$ cat config.mk
export PLATFORM = sky130hd
export DESIGN_NAME = key_event_arbiter
export DESIGN_NICKNAME = d
export VERILOG_FILES = /design/src/rtl/key_evt_pkg.sv /design/src/rtl/key_press_fsm.sv /design/src/rtl/key_event_arbiter.sv
export SDC_FILE = /design/constraint.sdc
export NUM_CORES = 1
export LEC_CHECK = 0
export BUFFER_PORTS_ARGS = -buffer_cell sky130_fd_sc_hd__buf_2
export CAP_MARGIN = 20
export CORE_ASPECT_RATIO = 1.25
export CORE_UTILIZATION = 45
export CTS_CLUSTER_DIAMETER = 60
export DETAILED_ROUTE_END_ITERATION = 12
export GPL_TIMING_DRIVEN = 1
export HOLD_SLACK_MARGIN = 0.06
export PLACE_DENSITY_LB_ADDON = 0.12
export SLEW_MARGIN = 10
export SYNTH_ARGS = -nofsm -noshare
export SYNTH_HDL_FRONTEND = slang
export SYNTH_SLANG_ARGS = --single-unit
$ cat constraint.sdc
create_clock -name clk -period 3.2 [get_ports clk]
set_input_delay 0.48 -clock clk [delete_from_list [all_inputs] [get_ports clk]]
set_output_delay 0.48 -clock clk [all_outputs]
set_load 0.01 [all_outputs]
$ cat src/rtl/key_evt_pkg.sv
// Shared types for the key event arbiter:
// event codes and per-key press states.
package key_evt_pkg;

  typedef enum logic [1:0] {
    EVT_CLICK        = 2'd0,
    EVT_LONG         = 2'd1,
    EVT_REPEAT       = 2'd2,
    EVT_LONG_RELEASE = 2'd3
  } evt_code_t;

  typedef enum logic [1:0] {
    IDLE  = 2'd0,
    PRESS = 2'd1,
    HELD  = 2'd2
  } press_state_t;

  function automatic int max2(input int a, input int b);
    return (a > b) ? a : b;
  endfunction

endpackage

$ cat src/rtl/key_press_fsm.sv
// Per-key synchronizer, tick-rate debounce and
// press classifier producing one-cycle event posts.
module key_press_fsm
  import key_evt_pkg::*;
#(
  parameter int LONG_TICKS   = 50,
  parameter int REPEAT_TICKS = 10
) (
  input  logic      clk,
  input  logic      rst_n,
  input  logic      tick,
  input  logic      key_raw,
  output logic      key_level,
  output logic      post,
  output evt_code_t post_code
);

  localparam int MAXT = max2(LONG_TICKS, REPEAT_TICKS);
  localparam int CW   = (MAXT > 2) ? $clog2(MAXT) : 1;
  localparam logic [CW-1:0] LONG_LAST = CW'(LONG_TICKS - 1);
  localparam logic [CW-1:0] REP_LAST  = CW'(REPEAT_TICKS - 1);

  logic sync1;
  logic sync2;
  logic samp;
  press_state_t state;
  logic [CW-1:0] cnt;

  always_ff @(posedge clk or negedge rst_n) begin
    if (!rst_n) begin
      sync1     <= 1'b0;
      sync2     <= 1'b0;
      samp      <= 1'b0;
      key_level <= 1'b0;
    end else begin
      sync1 <= key_raw;
      sync2 <= sync1;
      if (tick) begin
        samp <= sync2;
        // level follows only two agreeing tick samples
        if (sync2 == samp) key_level <= sync2;
      end
    end
  end

  always_ff @(posedge clk or negedge rst_n) begin
    if (!rst_n) begin
      state <= IDLE;
      cnt   <= '0;
    end else if (tick) begin
      case (state)
        IDLE: begin
          if (key_level) begin
            state <= PRESS;
            cnt   <= '0;
          end
        end
        PRESS: begin
          if (!key_level) begin
            state <= IDLE;
          end else if (cnt == LONG_LAST) begin
            state <= HELD;
            cnt   <= '0;
          end else begin
            cnt <= cnt + 1'b1;
          end
        end
        HELD: begin
          if (!key_level) begin
            state <= IDLE;
          end else if (cnt == REP_LAST) begin
            cnt <= '0;
          end else begin
            cnt <= cnt + 1'b1;
          end
        end
        default: state <= IDLE;
      endcase
    end
  end

  always_comb begin
    post      = 1'b0;
    post_code = EVT_CLICK;
    if (tick) begin
      case (state)
        PRESS: begin
          if (!key_level) begin
            post      = 1'b1;
            post_code = EVT_CLICK;
          end else if (cnt == LONG_LAST) begin
            post      = 1'b1;
            post_code = EVT_LONG;
          end
        end
        HELD: begin
          if (!key_level) begin
            post      = 1'b1;
            post_code = EVT_LONG_RELEASE;
          end else if (cnt == REP_LAST) begin
            post      = 1'b1;
            post_code = EVT_REPEAT;
          end
        end
        default: ;
      endcase
    end
  end

endmodule

$ cat src/rtl/key_event_arbiter.sv
// Key controller top: scan divider, per-key FSMs,
// pending slots and round-robin event output.
module key_event_arbiter
  import key_evt_pkg::*;
#(
  parameter int NUM_KEYS     = 4,
  parameter int CLK_HZ       = 100_000_000,
  parameter int SCAN_HZ      = 50,
  parameter int LONG_TICKS   = 50,
  parameter int REPEAT_TICKS = 10
) (
  input  logic                        clk,
  input  logic                        rst_n,
  input  logic [NUM_KEYS-1:0]         key_in,
  output logic [NUM_KEYS-1:0]         key_level,
  output logic                        evt_valid,
  input  logic                        evt_ready,
  output logic [$clog2(NUM_KEYS)-1:0] evt_key,
  output logic [1:0]                  evt_code,
  output logic [NUM_KEYS-1:0]         overrun
);

  localparam int KW       = $clog2(NUM_KEYS);
  localparam int SCAN_DIV = CLK_HZ / SCAN_HZ;
  localparam int SW       = $clog2(SCAN_DIV);
  localparam logic [SW-1:0] SCAN_LAST = SW'(SCAN_DIV - 1);
  localparam logic [KW-1:0] KEY_LAST  = KW'(NUM_KEYS - 1);

  logic [SW-1:0] scan_cnt;
  logic          tick;

  always_ff @(posedge clk or negedge rst_n) begin
    if (!rst_n) scan_cnt <= '0;
    else if (tick) scan_cnt <= '0;
    else scan_cnt <= scan_cnt + 1'b1;
  end

  assign tick = (scan_cnt == SCAN_LAST);

  logic [NUM_KEYS-1:0] post;
  evt_code_t           post_code [NUM_KEYS];

  for (genvar k = 0; k < NUM_KEYS; k++) begin : g_key
    key_press_fsm #(
      .LONG_TICKS  (LONG_TICKS),
      .REPEAT_TICKS(REPEAT_TICKS)
    ) u_fsm (
      .clk      (clk),
      .rst_n    (rst_n),
      .tick     (tick),
      .key_raw  (key_in[k]),
      .key_level(key_level[k]),
      .post     (post[k]),
      .post_code(post_code[k])
    );
  end

  logic [NUM_KEYS-1:0] pend_v;
  evt_code_t           pend_code [NUM_KEYS];
  logic [KW-1:0]       rr_ptr;
  logic [KW-1:0]       rr_next;
  logic [KW-1:0]       grant;
  logic                grant_any;
  logic                load;
  logic [NUM_KEYS-1:0] clr;

  assign load = !evt_valid || evt_ready;

  always_comb begin
    int idx;
    grant_any = 1'b0;
    grant     = '0;
    idx       = 0;
    for (int i = 0; i < NUM_KEYS; i++) begin
      idx = int'(rr_ptr) + i;
      if (idx >= NUM_KEYS) idx = idx - NUM_KEYS;
      if (!grant_any && pend_v[KW'(idx)]) begin
        grant_any = 1'b1;
        grant     = KW'(idx);
      end
    end
  end

  always_comb begin
    clr = '0;
    if (load && grant_any) clr[grant] = 1'b1;
    rr_next = (grant == KEY_LAST) ? '0 : grant + 1'b1;
  end

  always_ff @(posedge clk or negedge rst_n) begin
    if (!rst_n) begin
      pend_v  <= '0;
      overrun <= '0;
      for (int k = 0; k < NUM_KEYS; k++) pend_code[k] <= EVT_CLICK;
    end else begin
      overrun <= '0;
      for (int k = 0; k < NUM_KEYS; k++) begin
        // a slot being drained this cycle can take the new post
        if (post[k]) begin
          if (pend_v[k] && !clr[k]) begin
            overrun[k] <= 1'b1;
          end else begin
            pend_v[k]    <= 1'b1;
            pend_code[k] <= post_code[k];
          end
        end else if (clr[k]) begin
          pend_v[k] <= 1'b0;
        end
      end
    end
  end

  always_ff @(posedge clk or negedge rst_n) begin
    if (!rst_n) begin
      evt_valid <= 1'b0;
      evt_key   <= '0;
      evt_code  <= '0;
      rr_ptr    <= '0;
    end else if (load) begin
      evt_valid <= grant_any;
      if (grant_any) begin
        evt_key  <= grant;
        evt_code <= pend_code[grant];
        rr_ptr   <= rr_next;
      end
    end
  end

endmodule

Word-level counts from Yosys, hierarchy flattened:

Cells that the tools add are included.

* flip-flop bits (word level): 92
* bits of input ports: 7
* output and inout bits: 13

* $add $sub $neg: 13
* order comparisons: 11
* equality and inequality tests: 46
* muxes and demuxes: 144
* bitwise logic cells: 5
* reductions and logical operators: 51

Operators by type and width (count)
* $mux 6: 20
* $mux 2: 43
* $pmux 6 s3: 4
* $mux 1: 57
* $reduce_and 2->1: 13
* $add 6x1->6 const B: 4
* $eq 6x4->1 const B: 4
* $eq 6x6->1 const B: 4
* $ne 2x1->1 const B: 12
* $pmux 2 s3: 4
* $add 21x1->21 const B: 1
* $eq 21x21->1 const B: 1
* $mux 21: 1
* $reduce_and 5->1: 4
* $lt 2x4->1 const B: 4
* $ne 2x2->1 const B: 8
* $pmux 2 s2: 4
* $reduce_and 4->1: 4
* $ge 3x3->1 const B: 4
* $ne 3x3->1 const B: 4
* $reduce_bool 3->1: 4
* $eq 2x2->1 const B: 5
* $logic_and 1x1->1: 9
* $bmux 1 s2: 4
* other kinds (19): 48

Longest topological paths before layout:

* depth after elaboration: 24
* mapped depth: 10
* depth with buffers taken out: 9

By module:

Synthesis repeated with hierarchy kept, for this count alone.

* cells, all modules: 524
* area, all modules: 5108.6 sq um

Modules (own cells, without submodules)
* key_press_fsm: instances 4, cells an instance 83, area each 763.2 sq um
* key_event_arbiter: instances 1, cells an instance 192, area each 2055.7 sq um

Least setup slack after synthesis:

No wires, ideal clock.

* path kind: register to register
* start: register rr_ptr[1]
* end: register pend_code[0] in the netlist's numbering
* library setup time: 125 ps
* data arrival time: 2089 ps
* path slack: 986 ps
* stages on the path, launching flop included: 9
* path buffers: 0
* cells stage by stage: dfrtp_1 -> mux2i_1 -> o22ai_1 -> nor2_1 -> ha_1 -> inv_1 -> o21ai_0 -> and4_1 -> mux2_2

* cells in the longest elaborated chain, start to end: 24
* elaborated cells on any way between the ends: 52

Ends and longest elaborated chain
* from (decl): line key_event_arbiter.sv:60 `logic [KW-1:0] rr_ptr;`
* from (signal assigned): line key_event_arbiter.sv:124 `rr_ptr <= rr_next;`
* parallel branches: the longest is 14 deep, another holds $add 2x1->3
* $mux 2 (*): line key_event_arbiter.sv:77 `if (!grant_any && pend_v[KW'(idx)]) begin`
* named net grant[0]: line key_event_arbiter.sv:62 `logic [KW-1:0] grant;`
* $lt 2x3->1 (implied by the code) or $ge 2x1->1 (tied branches): line key_event_arbiter.sv:86 `if (load && grant_any) clr[grant] = 1'b1;`
* $logic_and 1x1->1 (implied by the code): line key_event_arbiter.sv:86
* $mux 1 (implied by the code): line key_event_arbiter.sv:86
* $demux 1 s2 (*): line key_event_arbiter.sv:86
* $mux 4 (*): line key_event_arbiter.sv:86
* $logic_not 1->1 (*): line key_event_arbiter.sv:100 `if (pend_v[k] && !clr[k]) begin`
* $logic_and 1x1->1 (*): line key_event_arbiter.sv:100
* $not 1->1 (no source line) (*)
* $reduce_and 2->1 (no source line) (*)
* to (signal, indexed assignment): line key_event_arbiter.sv:104 `pend_code[k] <= post_code[k];`
* to (decl): line key_event_arbiter.sv:59 `evt_code_t pend_code [NUM_KEYS];`

Mark *: on every way through the listed nets, which the timed path passes. The select of a mux whose other input is x is not followed.
A chain may end at the register's enable or synchronous reset.

Worst setup path after layout:

* start: register rr_ptr[1]
* end: register pend_code[6] in the netlist's numbering

The elaborated chain is that of the path after synthesis.

==> summary.md <==
| Metric | Value |
|---|---|
| Failing checks | DRC |
| Io pins | 20 |
| Initial antenna violation count | 0 |
| Achievable frequency | 398 MHz |
| Proportion of synthesized flip-flops having asynchronous set or reset | 100% |
| Post-route met1 wirelength | about 5 mm |
| Synthesized area per cell | approximately 10 um2 |
| Bufs on Longest Clock Path | 2 |
| Final wirelength | around 10 mm |
| H-tree levels | 3 |
| Setup repair bufs after CTS | 0 |
| Worst-case vdd ir drop | ~360 uV |
| Clock skew after layout | 0.00845 ns |
| Standard cell core area | around 11000 um2 |
| Worst-case hold slack | ~0.25 ns |
| Worst EP arrival | approximately 2.7 ns |
| Final Net Count | approximately 580 |
| Count of vias placed by the detailed router | approximately 4000 |
| CP Max Fanout | 6 |
| Initial cell density of the core | between 40% and 50% |
| Violation count after the first detailed-routing iteration | ~160 |
| Average via count per standard cell | about 5.7 |
| First-pass GRT wire length | roughly 18 mm |
| Worst slew margin relative to its limit | ~43% |
| Maxcap violations | 0 |
| Data required time at the worst endpoint | roughly 3.4 ns |
| Static power due to leakage | approximately 2.5 nW |
| Die extent in y | 122 um |
| Min cycle time layout | between 2 and 3 ns |
| Largest cells by area after synthesis | sky130_fd_sc_hd__dfrtp_1 45%, sky130_fd_sc_hd__ha_1 7.0%, sky130_fd_sc_hd__o21ai_0 4.5%, sky130_fd_sc_hd__nand3_1 4.0%, sky130_fd_sc_hd__nand2_1 2.8% |
| Routed wire length on met2 | around 4.9 mm |
| Uppermost layer routed | met4 |
| PnR worst setup slack | between 0.6 and 0.7 ns |
| Setup-violating endpoint count in the final report | 0 |
| Placement row count | 43 |
| PD cells | 462 nW/um2 |
| Fraction of layout cells with a size suffix above 1 | between 10% and 20% |
| Kind of launch point of the worst setup path | flop |
| Number of nets still failing antenna checks after routing | 0 |
| Mapped Nets | about 570 |
| Clock slew seen by the registers of the worst setup and hold paths | roughly 0.060 ns |
| Floorplan die area | 11900 um2 |
| Floorplan die width | ~98 um |
| Cell count after synthesis | between 500 and 600 |
| Pin count of the biggest net entering global routing | 67 |
| Transition time of the tightest slew-check pin | 0.843 ns |
| Fin Setup TNS | 0 ns |
| Total number of yosys warnings | 0 |
| Number of clock sinks | 92 |
| Cell taking the most area after synthesis | sky130_fd_sc_hd__dfrtp_1 |
| Number of clock buffers inserted by TritonCTS | 9 |
| Number of global-route vias before repair | between 3000 and 4000 |
| Buffer cell driving the clock tree root | sky130_fd_sc_hd__clkbuf_16 |
| Final hold violations | 0 |
| Outcome | finished with violations |
| Main synth FF type | sky130_fd_sc_hd__dfrtp_1 |
| Path type of the worst min-delay path | input port to flop |
| RD Place Congestion | 0.840 |
| Overflow after GRT | 0 |
| Port bufs | 19 |
| Sum of net half-perimeters after detailed placement | ~7.2 mm |
| Nature of the critical path endpoint | flop |
| Number of flip-flops and latches in the synthesized netlist | 92 |
| Number of search-and-repair iterations in the first detailed-routing pass | 8 |
| Diode count | 0 |
| Length of routed met3 wiring | 286 um |
| Setup repair after global routing missed its margin | no |
| Start-to-end type of the worst setup path | flop to flop |
| Utilization after layout | 51.3% |
| Source-to-sink clock delay at the later pin of the worst-skew pair | between 0.3 and 0.4 ns |
| Count of flip-flops with a built-in enable after synthesis | 0 |
| Number of gates given a new drive strength after cts | 0 |
| Final clock period utilization by the worst path | between 70% and 80% |
| TritonCTS clock tree | built |
| Library cells used by synthesis | 64 |
| Share of the synthesized area in the top cell type | approximately 45% |
| Total global routing track utilization | about a fifth |
| Area growth from synthesis to final layout | 10.4% |
| Cell Area, Synth | 5170 um2 |
| Final Max Slew Viols | 0 |
| Total power draw | between 0.002 and 0.003 W |
| Proportion of synthesized chip area in sequential cells | 44.5% |
| DRC violation count after routing | 2 |
| Post-Place Setup Slack | 0.717 ns |
| DR WL/cell | 15.1 um |
==> what timing repair did <==
action | CTS | global route
endpoints found under the hold margin | 3 | 0
endpoints found under the setup margin | 0 | 0
hold buffers | 1 | 0
==> power breakdown <==
part,total [W],switching [W],internal [W]
clock,0.00115,0.000443,0.000706
sequential,0.00124,0.0000369,0.00121
combinational,0.000243,0.000146,0.0000973
==> Yosys cell counts (3+ instances only) <==
library cell and n:
sky130_fd_sc_hd__mux2i_1 8, sky130_fd_sc_hd__a31oi_1 4, sky130_fd_sc_hd__or3_1 4, sky130_fd_sc_hd__o31ai_1 8, sky130_fd_sc_hd__ha_1 29, sky130_fd_sc_hd__nand2b_1 10, sky130_fd_sc_hd__and4_1 3, sky130_fd_sc_hd__a21boi_0 3
sky130_fd_sc_hd__xnor2_1 7, sky130_fd_sc_hd__buf_4 6, sky130_fd_sc_hd__o311ai_0 9, sky130_fd_sc_hd__mux2_2 7, sky130_fd_sc_hd__a2bb2oi_1 3, sky130_fd_sc_hd__dfrtp_1 92, sky130_fd_sc_hd__o21ai_0 46, sky130_fd_sc_hd__nor2_1 28
sky130_fd_sc_hd__nor2b_1 14, sky130_fd_sc_hd__xor2_1 10, sky130_fd_sc_hd__buf_2 4, sky130_fd_sc_hd__o2bb2ai_1 3, sky130_fd_sc_hd__clkbuf_1 6, sky130_fd_sc_hd__inv_1 35, sky130_fd_sc_hd__a21o_1 4, sky130_fd_sc_hd__and3_1 6
sky130_fd_sc_hd__nand4_1 15, sky130_fd_sc_hd__nand2_1 39, sky130_fd_sc_hd__a211o_1 3, sky130_fd_sc_hd__or2_2 5, sky130_fd_sc_hd__nor4_1 5, sky130_fd_sc_hd__nand3_1 41, sky130_fd_sc_hd__and2_1 6, sky130_fd_sc_hd__a22oi_1 8
sky130_fd_sc_hd__o21a_1 6, sky130_fd_sc_hd__a21oi_1 12
==> logic make-up after synthesis <==
kind of cell / Yosys count / share of synthesized area [%]
and+or+nand+nor: 198 / 21.7
AOI/OAI and AO/OA: 126 / 16.2
DFF: 92 / 44.5
buffers and inverters: 52 / 4.45
adders and majority gates: 29 / 7.02
xor gates and xnor gates: 17 / 2.88
muxes: 16 / 3.29
==> stage by stage <==
| step | cells | area (um2) |
|---|---|---|
| final | 687 | 5710 |
| after global routing | 687 | 5710 |
| after CTS | 687 | 5710 |
| after detailed placement | 670 | 5370 |
| after global placement | 670 | 5370 |
| after floorplan | 530 | 5170 |
==> path summary, 6_finish.rpt <==
| path | end | slack, ns | cells past startpoint | from |
|---|---|---|---|---|
| setup reg to reg | pend_code[6]$_DFFE_PN0P_ | 0.69 | 9 | rr_ptr[1]$_DFFE_PN0P_ |
| hold / removal | g_key[1].u_fsm.sync1$_DFF_PN0_ | 0.25 | 1 | key_in[1] |
| setup / recovery | pend_code[6]$_DFFE_PN0P_ | 0.69 | 9 | rr_ptr[1]$_DFFE_PN0P_ |
| min in group asynchronous | g_key[1].u_fsm.cnt[4]$_DFFE_PN0P_ | 0.60 | 2 | rst_n |
| max in group asynchronous | g_key[3].u_fsm.cnt[5]$_DFFE_PN0P_ | 1.92 | 3 | rst_n |
| hold reg to reg | g_key[0].u_fsm.sync2$_DFF_PN0_ | 0.35 | 0 | g_key[0].u_fsm.sync1$_DFF_PN0_ |
==> area by class of cell <==
cell class / count / area (um2)
fill: 1016 / 5430
clock inverter: 6 / 87.6
clock buffer: 10 / 239
inverter: 35 / 131
multi-input combinational: 386 / 2640
sequential: 92 / 2300
timing repair buffer: 23 / 143
tap: 135 / 169
==> critical path, cell delays in order, from the launching register on <==
cell	delay (ns)
sky130_fd_sc_hd__dfrtp_1	0.43
sky130_fd_sc_hd__mux2i_1	0.15
sky130_fd_sc_hd__o22ai_1	0.30
sky130_fd_sc_hd__nor2_1	0.20
sky130_fd_sc_hd__inv_1	0.12
sky130_fd_sc_hd__ha_1	0.15
sky130_fd_sc_hd__inv_1	0.03
sky130_fd_sc_hd__o21ai_0	0.36
sky130_fd_sc_hd__nor3b_4	0.30
sky130_fd_sc_hd__mux2_1	0.34
==> sequential cells by signal (all words and copies together), names as in the netlist <==
| register | count |
|---|---|
| evt_code | 2 |
| evt_key | 2 |
| evt_valid | 1 |
| g_key.u_fsm.cnt | 24 |
| g_key.u_fsm.key_level | 4 |
| g_key.u_fsm.samp | 4 |
| g_key.u_fsm.state | 8 |
| g_key.u_fsm.sync1 | 4 |
| g_key.u_fsm.sync2 | 4 |
| overrun | 4 |
| pend_code | 8 |
| pend_v | 4 |
| rr_ptr | 2 |
| scan_cnt | 21 |
==> placed cells by master (no fill, tap or decap), drive strengths merged, types with 4 or more instances in the layout <==
cell type	Yosys	final
dfrtp	92	92
o21ai	47	47
nand3	44	44
nand2	40	40
inv	35	35
ha	29	29
nor2	29	29
buf	11	22
nand4	15	15
nor2b	14	14
a21oi	12	12
nand2b	10	10
xor2	10	10
clkbuf	6	10
o311ai	9	9
mux2i	8	8
o31ai	8	8
a22oi	8	8
mux2	8	8
xnor2	7	7
and2	7	7
o21a	6	6
and3	6	6
or2	6	6
nor4	5	5
or3	5	5
a21o	4	4
a31oi	4	4
nor3b	4	4
clkinv	0	4
==> layer usage <==
metal | vias to the layer above | track usage, %
met5 | - | 0
li1 | 1942 | -
met4 | 0 | 7.48
met1 | 1889 | 24.5
met3 | 15 | 3.10
met2 | 62 | 31.3
No activity file was read; power rests on OpenSTA's default activity.
